$ cat src/rtl/fetch_ctrl.sv
`default_nettype none
// ============================================================================
//  Module   : fetch_ctrl
//  Purpose  : Instruction fetch sequencer. Owns the fetch PC, keeps at most
//             one request outstanding on the req/gnt/rvalid memory port,
//             captures returned words into a single decode slot and applies
//             redirects, discarding responses that were already in flight.
//  Revision : 1.0  initial release
// ============================================================================
module fetch_ctrl #(
  parameter logic [31:0] RESET_PC = 32'h0000_0000
) (
  input  logic        clk_i,
  input  logic        rst_n_i,
  // instruction memory port
  output logic        im_req_o,
  output logic [31:0] im_addr_o,
  input  logic        im_gnt_i,
  input  logic        im_rvalid_i,
  input  logic [31:0] im_rdata_i,
  // decode side
  input  logic        stall_i,
  input  logic        redirect_i,
  input  logic [31:0] redirect_pc_i,
  output logic [31:0] inst_o,
  output logic [31:0] inst_pc_o,
  output logic        inst_valid_o
);

  typedef enum logic [1:0] {
    BOOT  = 2'd0,
    REQ   = 2'd1,
    RESP  = 2'd2,
    DRAIN = 2'd3
  } state_e;

  state_e      state_q, state_d;
  logic [31:0] fetch_pc_q, fetch_pc_d;
  logic [31:0] inst_q, inst_d;
  logic [31:0] inst_pc_q, inst_pc_d;
  logic        inst_valid_q, inst_valid_d;

  logic [31:0] w_redirect_pc;
  logic        w_req;
  logic        w_consume;

  // Targets are always word aligned; the low bits are simply masked off.
  assign w_redirect_pc = redirect_pc_i & 32'hFFFF_FFFC;

  // Only ask for a new word if the slot will be free when it comes back:
  // either it is already empty or decode takes it this cycle.
  assign w_req     = (state_q == REQ) && (!inst_valid_q || !stall_i);
  assign w_consume = inst_valid_q && !stall_i;

  // Next-state logic for sequencer, fetch PC and output slot.
  always_comb begin
    state_d      = state_q;
    fetch_pc_d   = fetch_pc_q;
    inst_d       = inst_q;
    inst_pc_d    = inst_pc_q;
    inst_valid_d = inst_valid_q;

    if (w_consume) begin
      inst_valid_d = 1'b0;
    end

    case (state_q)
      BOOT: begin
        state_d = REQ;
      end
      REQ: begin
        // A grant coinciding with a redirect was for the old address.
        if (w_req && im_gnt_i) begin
          state_d = redirect_i ? DRAIN : RESP;
        end
      end
      RESP: begin
        if (im_rvalid_i) begin
          state_d = REQ;
          if (!redirect_i) begin
            inst_d       = im_rdata_i;
            inst_pc_d    = fetch_pc_q;
            inst_valid_d = 1'b1;
            fetch_pc_d   = fetch_pc_q + 32'd4;
          end
        end else if (redirect_i) begin
          state_d = DRAIN;
        end
      end
      DRAIN: begin
        // Stale response: wait for it and throw it away.
        if (im_rvalid_i) begin
          state_d = REQ;
        end
      end
      default: begin
        state_d = BOOT;
      end
    endcase

    // Redirect wins over capture and consume, and kills the slot.
    if (redirect_i) begin
      fetch_pc_d   = w_redirect_pc;
      inst_valid_d = 1'b0;
    end
  end

  // State and slot registers with asynchronous active-low reset.
  always_ff @(posedge clk_i or negedge rst_n_i) begin
    if (!rst_n_i) begin
      state_q      <= BOOT;
      fetch_pc_q   <= RESET_PC;
      inst_q       <= 32'h0;
      inst_pc_q    <= 32'h0;
      inst_valid_q <= 1'b0;
    end else begin
      state_q      <= state_d;
      fetch_pc_q   <= fetch_pc_d;
      inst_q       <= inst_d;
      inst_pc_q    <= inst_pc_d;
      inst_valid_q <= inst_valid_d;
    end
  end

  assign im_req_o     = w_req;
  assign im_addr_o    = fetch_pc_q;
  assign inst_o       = inst_q;
  assign inst_pc_o    = inst_pc_q;
  assign inst_valid_o = inst_valid_q;

endmodule
`default_nettype wire

$ cat config.mk
export PLATFORM = sky130hd
export DESIGN_NAME = fetch_ctrl
export DESIGN_NICKNAME = d
export VERILOG_FILES = /design/src/rtl/fetch_ctrl.sv
export SDC_FILE = /design/constraint.sdc
export NUM_CORES = 1
export LEC_CHECK = 0
export BUFFER_PORTS_ARGS = -buffer_cell sky130_fd_sc_hd__buf_2
export CAP_MARGIN = 40
export CORE_MARGIN = 5
export CORE_UTILIZATION = 45
export CTS_BUF_LIST = sky130_fd_sc_hd__clkbuf_16
export DETAILED_ROUTE_END_ITERATION = 8
export PLACE_DENSITY = 0.75
export SYNTH_ARGS = -nofsm -noshare
export SYNTH_HDL_FRONTEND = slang
export SYNTH_SLANG_ARGS = --single-unit
export TNS_END_PERCENT = 1
$ cat constraint.sdc
create_clock -name clk_i -period 3.5 [get_ports clk_i]
set_input_delay 0 -clock clk_i [delete_from_list [all_inputs] [get_ports clk_i]]
set_output_delay 0 -clock clk_i [all_outputs]
set_load 0.02 [all_outputs]
==> key figures, run 1 <==
Timing
  • Setup tns final: 0 ns
  • Setup violators final: 0
  • Tcrit/Tclk final: 73.0%
  • Worst-Margin Slew: 0.793 ns
  • Skew final: 0.00664 ns
  • RSZ-0062 raised after global routing: no
  • Min Tclk post-route: 2.55 ns
  • Slew Limit Fails: 0
  • Slew headroom: 47.1%
  • Max Fclk: 0.392 GHz
  • Final hold vios: 0

Worst setup path
  • R2r endpoint: im_addr_o[30]$_DFFE_PN0P_
  • Crit path max fanout: 14
  • Max incr delay on CP: 0.59 ns
  • CP Class: register to register
  • Worst R2R Start: state_q[0]$_DFFE_PN0P_
  • Critical path arrival: 2.80 ns
  • R2R Setup Slk: 0.95 ns
  • CP Cell Sequence: inv_1 -> ha_1 -> and4_1 -> nand3_1 -> or4_1 -> a31oi_1
  • Worst Reg-to-Reg Cells: 6
  • Slowest cell on crit path: or4_1
  • Worst Path Required: 3.75 ns
  • Critical Path Start Type: register
  • Critical Path End Type: register

Finish
  • Register Area: 2380 µm²
  • Multi-input gate area: 1770 µm²
  • Share of cells above drive strength 1: 43.3%
  • Synthesis-to-layout area growth: 43.4%
  • Commonest non-fill, non-tap cells in the layout: buf_2 (160), dfrtp_1 (95), dlygate4sd3_1 (64)
  • Net count, final: 647
  • Fillers: 703
  • ANT cells: 0
  • Non-filler instance count after layout: 707
  • Leading cell type in the layout, fill and taps excluded: buf_2

Synthesis
  • Cells after Synth: 356
  • Ys async rst share: 100%
  • Synth Flop Type: dfrtp_1
  • Syn Area/Cell: 12.0 µm²
  • Distinct cell type count after synthesis: 39
  • Synth warn: 0
  • Number of synthesized flops with an enable pin: 0
  • Netlist Area Pre-Place: 4260 µm²
  • Seq/Total Area, Yosys: 55.8%
  • Flops & latches, synth: 95

Min path
  • Endpoint, Worst Hold: inst_valid_o$_DFF_PN0_
  • Hold WC Path Type: input pin to register
  • Hold_sp: im_rvalid_i
  • Hold path cells: 3

Detailed routing
  • Vias per inst: 5.08
  • Via Count: 3589
  • Remaining DRCs: 0
  • Routed wire length: 11400 µm
  • Routed length per instance: 16.1 µm
  • Post-route ant nets: 0
  • Iteration-0 DRC Markers: 116
  • Detailed Routing Iterations Pass 1: 4

Global routing
  • Largest net degree at the start of global routing: 65
  • First-pass GRT wire length: 18700 µm
  • Grt ovf: 0
  • Vias in the first global route: 3725
  • Initial antenna violation count: 0
  • Total global routing track utilization: 20.1%

Floorplanning
  • Die footprint: 11500 µm²
  • Top Ports: 168
  • Die X: 107 µm
  • Rows: 35
  • Starting density of the core: 46.1%
  • Die Height: 107 µm
  • Core footprint: 9240 µm²

Pwr
  • PwrDens: 710 nW/µm²
  • Total Power: 4.34 mW
  • Net Sw Frac: 36.5%
  • Internal: 2.75 mW
  • P_sw: 1.58 mW
  • Pleak: 2.93 nW
  • Worst vdd ir: 0.000401 V
  • Sequential Power Share: 40.0%
  • Clock power share: 22.3%
  • Combinational share of power: 37.7%

Outcome
  • Run status: finished, final reports clean

Place
  • Dpl hpwl: 7580 µm
  • Gpl congestion: 0.778
  • Placed insts: 627
  • Buffers on Ports: 161

CTS
  • CTS Sinks: 95
  • Post-CTS Setup Inserts: 0
  • CTS Buf Count: 9
  • CTS Buffer Depth: 2
  • H-tree depth: 3
  • Worst-Skew Late Latency: 0.33 ns
  • CTS root buf: clkbuf_16
  • Clock Pin Slew Worst Setup and Hold Paths: 0.07 ns
  • CTS tree: yes

Run
  • Max Cap Viol: 0
-- power groups by stage --
stage / clock (mW) / sequential, mW / combinational [mW]
after floorplan: 0 / 2.22 / 0.512
after global placement: 0 / 1.71 / 1.55
after detailed placement: 0 / 1.75 / 1.59
after CTS: 0.995 / 1.73 / 1.65
after global routing: 1.04 / 1.79 / 1.75
final: 0.967 / 1.73 / 1.64
-- critical path: cells and delay by family (launching register included) --
family,cells,cell delay (ns)
DFF,1,0.41
AOI/OAI and AO/OA,1,0.18
adders and majority gates,1,0.34
buffers and inverters,1,0.09
and+or+nand+nor,3,1.44
-- stage by stage --
stage / setup slack, ns / hold WS (ns) / util (%) / area [µm²]
4_1_cts: 0.960 / 0.121 / 66.1 / 6110
2_1_floorplan: 1.45 / -0.296 / - / 4270
5_1_grt: 0.747 / 0.144 / 66.1 / 6110
3_5_place_dp: 0.977 / 0.137 / 56.0 / 5170
6_report: 0.946 / 0.117 / 66.1 / 6110
3_3_place_gp: 1.11 / 0.138 / 55.7 / 5150
-- worst max-delay path by stage --
stage | startpoint | to | slack (ns)
floorplan | im_addr_o[13]$_DFFE_PN0P_ | im_addr_o[30]$_DFFE_PN0P_ | 1.45
global placement | state_q[0]$_DFFE_PN0P_ | im_addr_o[30]$_DFFE_PN0P_ | 1.11
detailed placement | state_q[0]$_DFFE_PN0P_ | im_addr_o[30]$_DFFE_PN0P_ | 0.98
CTS | state_q[0]$_DFFE_PN0P_ | im_addr_o[30]$_DFFE_PN0P_ | 0.96
global route | state_q[0]$_DFFE_PN0P_ | im_addr_o[30]$_DFFE_PN0P_ | 0.75
finish | state_q[0]$_DFFE_PN0P_ | im_addr_o[30]$_DFFE_PN0P_ | 0.95
-- registers in the layout, summed over array words and instances, names as in the netlist --
signal        cells
inst_o           32
inst_pc_o        30
inst_valid_o      1
state_q           2
im_addr_o        30
-- cell type report --
| cell class | count | area share [%] |
|---|---|---|
| inverters | 5 | 0.307 |
| multi-input cells | 234 | 29.0 |
| well taps | 129 | 2.64 |
| repair buffers | 228 | 24.3 |
| flip-flops and latches | 95 | 38.9 |
| clock buffers | 9 | 3.69 |
| clock inverters | 7 | 1.15 |
-- synthesized netlist by cell type (all sizes together), types with 9 or more instances --
master | instances | area [µm²]
nand4 | 13 | 93.8
a31oi | 10 | 62.6
nand2 | 31 | 116
xor2 | 11 | 96.3
clkbuf | 16 | 60.1
dfrtp | 95 | 2380
buf | 9 | 55.1
nand3 | 12 | 60.1
mux2 | 63 | 709
o21ai | 17 | 85.1
or4 | 14 | 106
nor2 | 11 | 41.3
-- logic make-up (layout without fill, tap and decap cells) --
| kind of cell | Yosys count | after routing | share of synthesized area [%] |
|---|---|---|---|
| simple gates | 102 | 102 | 13.2 |
| flops | 95 | 95 | 55.8 |
| mux | 65 | 65 | 17.1 |
| compound gates | 47 | 47 | 6.91 |
| buf+inv | 30 | 249 | 3.15 |
| xor+xnor | 12 | 12 | 2.47 |
| fa+ha+maj | 4 | 4 | 1.18 |
| other cells | 1 | 4 | 0.0881 |
-- per-layer routing --
layer	GRT usage, %	vias to the layer above	share of wire, %
met4	6.67	0	1.7
met3	3.60	19	5.8
met1	25.5	1734	40
li1	-	1718	-
met2	34.9	118	52
met5	0	-	0
-- repair_timing --
action                                  CTS  global route
resized for setup                         0             0
endpoints found under the hold margin   126             0
hold buffers                             64             0
endpoints found under the setup margin    0             0
(Power assumes the default switching activity.)
==> inputs of run 2 (changes only) <==
--- a/config.mk
+++ b/config.mk
@@ -8,10 +8,10 @@
 export BUFFER_PORTS_ARGS = -buffer_cell sky130_fd_sc_hd__buf_2
 export CAP_MARGIN = 40
 export CORE_MARGIN = 5
-export CORE_UTILIZATION = 45
+export CORE_UTILIZATION = 44
 export CTS_BUF_LIST = sky130_fd_sc_hd__clkbuf_16
 export DETAILED_ROUTE_END_ITERATION = 8
-export PLACE_DENSITY = 0.75
+export PLACE_DENSITY = 0.76
 export SYNTH_ARGS = -nofsm -noshare
 export SYNTH_HDL_FRONTEND = slang
 export SYNTH_SLANG_ARGS = --single-unit
==> constraint.sdc (replaced) <==
create_clock -name clk_i -period 2.32 [get_ports clk_i]
set_input_delay 0 -clock clk_i [delete_from_list [all_inputs] [get_ports clk_i]]
set_output_delay 0 -clock clk_i [all_outputs]
set_load 0.02 [all_outputs]
==> run 2 against run 1 <==
- via count increased by 1.6%
- sequential cell count did not move
- global-route usage grew 0.42 points
- highest routed layer unchanged
- clock-buffer cell count unchanged
- non-clock buffer count rose by 7
- first-iteration DRC count down 19%
- die area rose by 2.1%
==> key figures, run 2 (synthesized netlist as in run 1, its figures left out) <==
Outcome
  • Run status: finished, final reports clean

Min path
  • Hold path cells: 3 (unchanged)
  • Endpoint, Worst Hold: inst_valid_o$_DFF_PN0_
  • Hold_sp: im_rvalid_i
  • Hold WC Path Type: input pin to register

Global routing
  • Initial antenna violation count: 0 (unchanged)
  • Largest net degree at the start of global routing: 68 (+4.6%)
  • Grt ovf: 0 (unchanged)
  • Vias in the first global route: 3743 (+0.48%)
  • First-pass GRT wire length: 18900 µm (+1.4%)
  • Total global routing track utilization: 20.6% (+0.42 points)

Timing
  • Setup WS post-layout: 0.178 ns (-0.767 ns)
  • RSZ-0062 raised after global routing: no
  • Slew Limit Fails: 0 (unchanged)
  • Min Tclk post-route: 2.14 ns (-0.413 ns)
  • Final hold vios: 0 (unchanged)
  • Setup tns final: 0 ns (unchanged)
  • Worst-Margin Slew: 0.843 ns (+0.0499 ns)
  • Skew final: 0.00824 ns (+0.00160 ns)
  • Setup violators final: 0 (unchanged)
  • Tcrit/Tclk final: 92.3% (+19 points)
  • Slew headroom: 43.8% (-3.3 points)
  • Max Fclk: 0.467 GHz (+19%)

Run
  • Max Cap Viol: 0 (unchanged)

Place
  • Setup WS pre-CTS: 0.160 ns (-0.817 ns)
  • Dpl hpwl: 7750 µm (+2.3%)
  • Buffers on Ports: 161 (unchanged)
  • Gpl congestion: 0.774 (-0.54%)

Floorplanning
  • Top Ports: 168 (unchanged)
  • Die Height: 108 µm (+1.0%)
  • Rows: 35 (unchanged)
  • Starting density of the core: 45.6% (-0.43 points)
  • Die X: 108 µm (+1.0%)
  • Core footprint: 9330 µm² (+0.95%)
  • Die footprint: 11700 µm² (+2.1%)

CTS
  • CTS Buf Count: 9 (unchanged)
  • Clock Pin Slew Worst Setup and Hold Paths: 0.07 ns (about the same)
  • CTS Sinks: 95 (unchanged)
  • Post-CTS Setup Inserts: 0 (unchanged)
  • CTS root buf: clkbuf_16
  • CTS tree: yes
  • CTS Buffer Depth: 2 (unchanged)
  • H-tree depth: 3 (unchanged)
  • Worst-Skew Late Latency: 0.34 ns (about the same)

Finish
  • Post-layout util: 66.8% (+0.76 points)
  • Fillers: 686 (-2.4%)
  • Max reg flops: 32 (unchanged)
  • Synthesis-to-layout area growth: 46.5%
  • Leading cell type in the layout, fill and taps excluded: buf_2
  • Share of cells above drive strength 1: 44.3% (+1.0 points)
  • Net count, final: 654 (+1.1%)
  • Commonest non-fill, non-tap cells in the layout: buf_2 (160), dfrtp_1 (95), dlygate4sd3_1 (64)

Worst setup path
  • CP Class: register to register
  • Worst Reg-to-Reg Cells: 7 (+1)
  • Worst Path Required: 2.58 ns (-1.17 ns)
  • R2r endpoint: im_addr_o[25]$_DFFE_PN0P_
  • Crit path max fanout: 19 (+5)
  • Critical Path Start Type: register
  • R2R Setup Slk: 0.18 ns (-0.77 ns)
  • Worst R2R Start: state_q[0]$_DFFE_PN0P_
  • Critical Path End Type: register
  • Critical path arrival: 2.41 ns (-0.39 ns)

Detailed routing
  • Detailed Routing Iterations Pass 1: 4 (unchanged)
  • Post-route ant nets: 0 (unchanged)
  • Remaining DRCs: 0 (unchanged)
  • Vias per inst: 5.10 (+0.45%)
  • Iteration-0 DRC Markers: 94 (-19%)
  • Routed length per instance: 16.4 µm (+1.7%)
  • Via Count: 3646 (+1.6%)
  • Routed wire length: 11700 µm (+2.8%)

Pwr
  • PwrDens: 1100 nW/µm² (+55%)
  • Worst vdd ir: 0.000577 V (+44%)
  • Pleak: 2.99 nW (+2.1%)
-- run 2: cell count changes in the layout (fill, tap and decap cells not counted) --
cell,delta
inv_8,+1
clkinvlp_4,+1
buf_12,+1
clkinv_1,-1
clkinv_4,-1
bufinv_16,+2
nand3_1,-1
buf_4,+6
clkinv_2,-2
nand3_2,+1
diode_2,+1
-- run 2: worst max path at each step --
stage               slack, ns                        end                 startpoint  depth (start not counted)
finish                   0.18  im_addr_o[25]$_DFFE_PN0P_     state_q[0]$_DFFE_PN0P_                          7
detailed placement       0.16  im_addr_o[22]$_DFFE_PN0P_     state_q[0]$_DFFE_PN0P_                          6
global placement         0.29  im_addr_o[20]$_DFFE_PN0P_     state_q[0]$_DFFE_PN0P_                          6
CTS                      0.11  im_addr_o[30]$_DFFE_PN0P_     state_q[0]$_DFFE_PN0P_                          6
global route             0.06  im_addr_o[25]$_DFFE_PN0P_     state_q[0]$_DFFE_PN0P_                          7
floorplan                0.27  im_addr_o[30]$_DFFE_PN0P_  im_addr_o[13]$_DFFE_PN0P_                          5
-- run 2: repair_timing --
action                                 in CTS  in global routing
resized for setup                           0                  1
setup endpoints to repair                   0                  5
hold buffers                               64                  0
endpoints found under the hold margin     128                  0
-- run 2: final cells by class --
type / count / area (µm²) / area share [%]
flip-flops and latches: 95 / 2380 / 38.1
multi-input cells: 234 / 1770 / 28.5
repair buffers: 235 / 1550 / 24.8
clock buffers: 9 / 225 / 3.61
well taps: 129 / 161 / 2.59
clock inverters: 7 / 126 / 2.03
inverters: 5 / 18.8 / 0.301
diodes: 1 / 2.50 / 0.0401
-- run 2: worst max-delay path, stage by stage, from the launching register on --
cell	delay, ns
dfrtp_1	0.41
inv_1	0.10
ha_1	0.27
and4_1	0.31
nand4_1	0.11
buf_4	0.22
or4_1	0.47
a31oi_1	0.17
-- run 2: routing by layer --
metal  track usage [%]  routed length (µm)  share of wire (%)
met2              35.4                6010                 51
met4              8.30                 237                2.0
met1              24.6                4680                 40
met3              5.25                 809                6.9
met5                 0                   0                  0
-- run 2: stage by stage --
stage	hold slack, ns	total power [mW]	cell area (µm²)	cells
2_1_floorplan	-0.296	4.12	4270	359
3_3_place_gp	0.154	4.96	5240	634
3_5_place_dp	0.166	5.07	5240	634
4_1_cts	0.0877	6.89	6230	714
5_1_grt	0.137	7.23	6230	714
6_report	0.104	6.85	6230	715
-- run 2: where the power goes --
group	internal, mW	total (mW)	switching, mW
registers	2.26	2.61	0.351
logic	1.07	2.51	1.44
clock network	1.07	1.72	0.653
total	4.40	6.85	2.45
==> inputs of run 3 (changes only) <==
--- a/config.mk
+++ b/config.mk
@@ -12,6 +12,7 @@
 export CTS_BUF_LIST = sky130_fd_sc_hd__clkbuf_16
 export DETAILED_ROUTE_END_ITERATION = 8
 export PLACE_DENSITY = 0.76
+export RECOVER_POWER = 25
 export SYNTH_ARGS = -nofsm -noshare
 export SYNTH_HDL_FRONTEND = slang
 export SYNTH_SLANG_ARGS = --single-unit
==> run 3 against run 2 <==
- routed wire length grew 0.19%
- final cell count is the same
- sequential cell count is the same
- worst hold slack lost 0.0088 ns
- setup slack gained 0.013 ns
- clock skew is essentially flat
- first-iteration DRC count shrank 1.1%
- non-clock buffer count is the same
- largest cell class unchanged
- register-to-register slack is essentially flat
- final area shrank 1.4%
==> key figures, run 3 (synthesized netlist as in run 1, its figures left out) <==
Finish
  • Commonest non-fill, non-tap cells in the layout: dfrtp_1 (95), buf_2 (89), clkbuf_1 (71)
  • Post-layout util: 65.9% (-0.95 points)
  • Synthesis-to-layout area growth: 44.4%
  • Max reg flops: 32 (unchanged)
  • Leading cell type in the layout, fill and taps excluded: dfrtp_1
  • Register Area: 2380 µm² (unchanged)
  • Multi-input gate area: 1770 µm² (unchanged)
  • Net count, final: 654 (unchanged)
  • Design Area, Final: 6150 µm² (-1.4%)
  • Share of cells above drive strength 1: 32.1% (-12 points)
  • Fillers: 736 (+7.3%)

Outcome
  • Run status: finished, final reports clean

Global routing
  • Met2 usage: 35.4% (unchanged)
  • First-pass GRT wire length: 18900 µm (unchanged)
  • Global Route met3 Usage: 5.25% (unchanged)
  • GR peak layer: met2
  • Grt ovf: 0 (unchanged)
  • Largest net degree at the start of global routing: 68 (unchanged)
  • Vias in the first global route: 3743 (unchanged)
  • Initial antenna violation count: 0 (unchanged)
  • Total global routing track utilization: 20.6% (unchanged)
  • Met1 global-route usage: 24.6% (unchanged)

Timing
  • Slew Limit Fails: 0 (unchanged)
  • Skew final: 0.00861 ns (+0.000372 ns)
  • Min Tclk post-route: 2.13 ns (-0.0133 ns)
  • Final hold slack: 0.0949 ns (-0.00876 ns)
  • Slew headroom: 44.1% (+0.35 points)
  • Max Fclk: 0.470 GHz (+0.62%)
  • Setup tns final: 0 ns (unchanged)
  • Worst-Margin Slew: 0.838 ns (-0.00524 ns)
  • Setup violators final: 0 (unchanged)
  • Setup WS post-layout: 0.192 ns (+0.0133 ns)
  • Tcrit/Tclk final: 91.7% (-0.57 points)
  • RSZ-0062 raised after global routing: no
  • Final hold vios: 0 (unchanged)

Detailed routing
  • Iteration-0 DRC Markers: 93 (-1.1%)
  • Routed wire length: 11800 µm (+0.19%)
  • Detailed Routing Iterations Pass 1: 4 (unchanged)
  • Routed length per instance: 16.4 µm (+0.19%)
  • Via Count: 3643 (-0.082%)
  • Vias per inst: 5.10 (about the same)
  • Post-route ant nets: 0 (unchanged)
  • Remaining DRCs: 0 (unchanged)

Place
  • Buffers on Ports: 161 (unchanged)
  • Gpl congestion: 0.774 (unchanged)
  • Setup WS pre-CTS: 0.160 ns (unchanged)
  • Dpl hpwl: 7750 µm (unchanged)
  • Placed cell area: 5240 µm² (unchanged)

Pwr
  • P_sw: 2.47 mW (+0.82%)
  • Worst vdd ir: 0.000570 V (-1.1%)
  • Internal: 4.24 mW (-3.5%)
  • Pleak: 2.76 nW (-7.7%)
  • Clock power share: 25.7% (+0.6 points)
  • Net Sw Frac: 36.7% (+1.0 points)
  • Combinational share of power: 35.1% (-1.6 points)
  • PwrDens: 1090 nW/µm² (-0.57%)
  • Sequential Power Share: 39.2% (+1.0 points)

CTS
  • Post-CTS Setup Inserts: 0 (unchanged)
  • CTS Buffer Depth: 2 (unchanged)
  • CTS Buf Count: 9 (unchanged)
  • CTS Sinks: 95 (unchanged)
  • Worst-Skew Late Latency: 0.34 ns (about the same)
  • CTS root buf: clkbuf_16
  • Clock Pin Slew Worst Setup and Hold Paths: 0.07 ns (about the same)
  • H-tree depth: 3 (unchanged)
  • CTS tree: yes

Run
  • Max Cap Viol: 0 (unchanged)

Worst setup path
  • CP Cell Sequence: inv_1 -> ha_1 -> and4_1 -> nand4_1 -> buf_4 -> or4_1 -> a31oi_1
  • Critical path arrival: 2.39 ns (-0.02 ns)
  • Crit path max fanout: 19 (unchanged)
  • Slowest cell on crit path: or4_1
  • Worst Path Required: 2.59 ns (about the same)
  • CP Class: register to register
  • Critical Path End Type: register
  • Critical Path Start Type: register
  • Max incr delay on CP: 0.47 ns (about the same)

Floorplanning
  • Die footprint: 11700 µm² (unchanged)
  • Die Height: 108 µm (unchanged)
  • Starting density of the core: 45.6% (unchanged)
  • Die X: 108 µm (unchanged)
  • Rows: 35 (unchanged)
  • Top Ports: 168 (unchanged)
  • Core footprint: 9330 µm² (unchanged)

Min path
  • Hold WC Path Type: input pin to register
-- run 3: cell count changes in the layout (fill, tap and decap cells not counted), sizes merged --
cell,change
clkbuf,+71
buf,-71
-- run 3: final timing paths --
path                                      startpoint                        end  slack, ns  depth (start not counted)
min                                      im_rvalid_i     inst_valid_o$_DFF_PN0_       0.09                          3
max                           state_q[0]$_DFFE_PN0P_  im_addr_o[25]$_DFFE_PN0P_       0.19                          7
max reg2reg                   state_q[0]$_DFFE_PN0P_  im_addr_o[25]$_DFFE_PN0P_       0.19                          7
max in group asynchronous                    rst_n_i     inst_o[12]$_DFFE_PN0P_       1.22                          3
min in group asynchronous                    rst_n_i  inst_pc_o[10]$_DFFE_PN0P_       0.30                          2
min reg2reg                inst_pc_o[23]$_DFFE_PN0P_  inst_pc_o[23]$_DFFE_PN0P_       0.50                          2
-- run 3: area by class of cell --
| type | instances | share of cell area (%) |
|---|---|---|
| Sequential cell | 95 | 38.7 |
| Multi-Input combinational cell | 234 | 28.9 |
| Timing Repair Buffer | 235 | 23.8 |
| Clock buffer | 9 | 3.66 |
| Tap cell | 129 | 2.63 |
| Clock inverter | 7 | 2.06 |
| Inverter | 5 | 0.305 |
| Antenna cell | 1 | 0.0407 |
-- run 3: stage by stage --
stage / power (mW) / instances
2_1_floorplan: 4.12 / 359
3_3_place_gp: 4.96 / 634
3_5_place_dp: 5.07 / 634
4_1_cts: 6.89 / 714
5_1_grt: 7.09 / 714
6_report: 6.71 / 715
-- run 3: layer usage --
| layer | vias to the layer above | part of all wire [%] |
|---|---|---|
| met5 | - | 0 |
| met4 | 0 | 2.2 |
| met3 | 21 | 7.3 |
| met2 | 144 | 51 |
| met1 | 1749 | 40 |
| li1 | 1729 | - |
-- run 3: power groups by stage --
stage,clock [mW],combinational (mW),sequential (mW)
after global routing,1.84,2.54,2.71
after floorplan,0,0.773,3.35
after CTS,1.77,2.52,2.60
final,1.72,2.36,2.63
after detailed placement,0,2.44,2.63
after global placement,0,2.38,2.58
-- run 3: worst max-delay path: cells and delay by family, from the launching register on --
| kind | cells | cell delay, ns |
|---|---|---|
| flops | 1 | 0.41 |
| buf+inv | 2 | 0.32 |
| fa+ha+maj | 1 | 0.26 |
| compound gates | 1 | 0.17 |
| simple gates | 3 | 0.89 |
-- run 3: what timing repair did --
item                                   in CTS  in global routing
hold buffers                               64                  0
endpoints found under the hold margin     128                  0
setup endpoints to repair                   0                  5
gates resized for setup                     0                  1
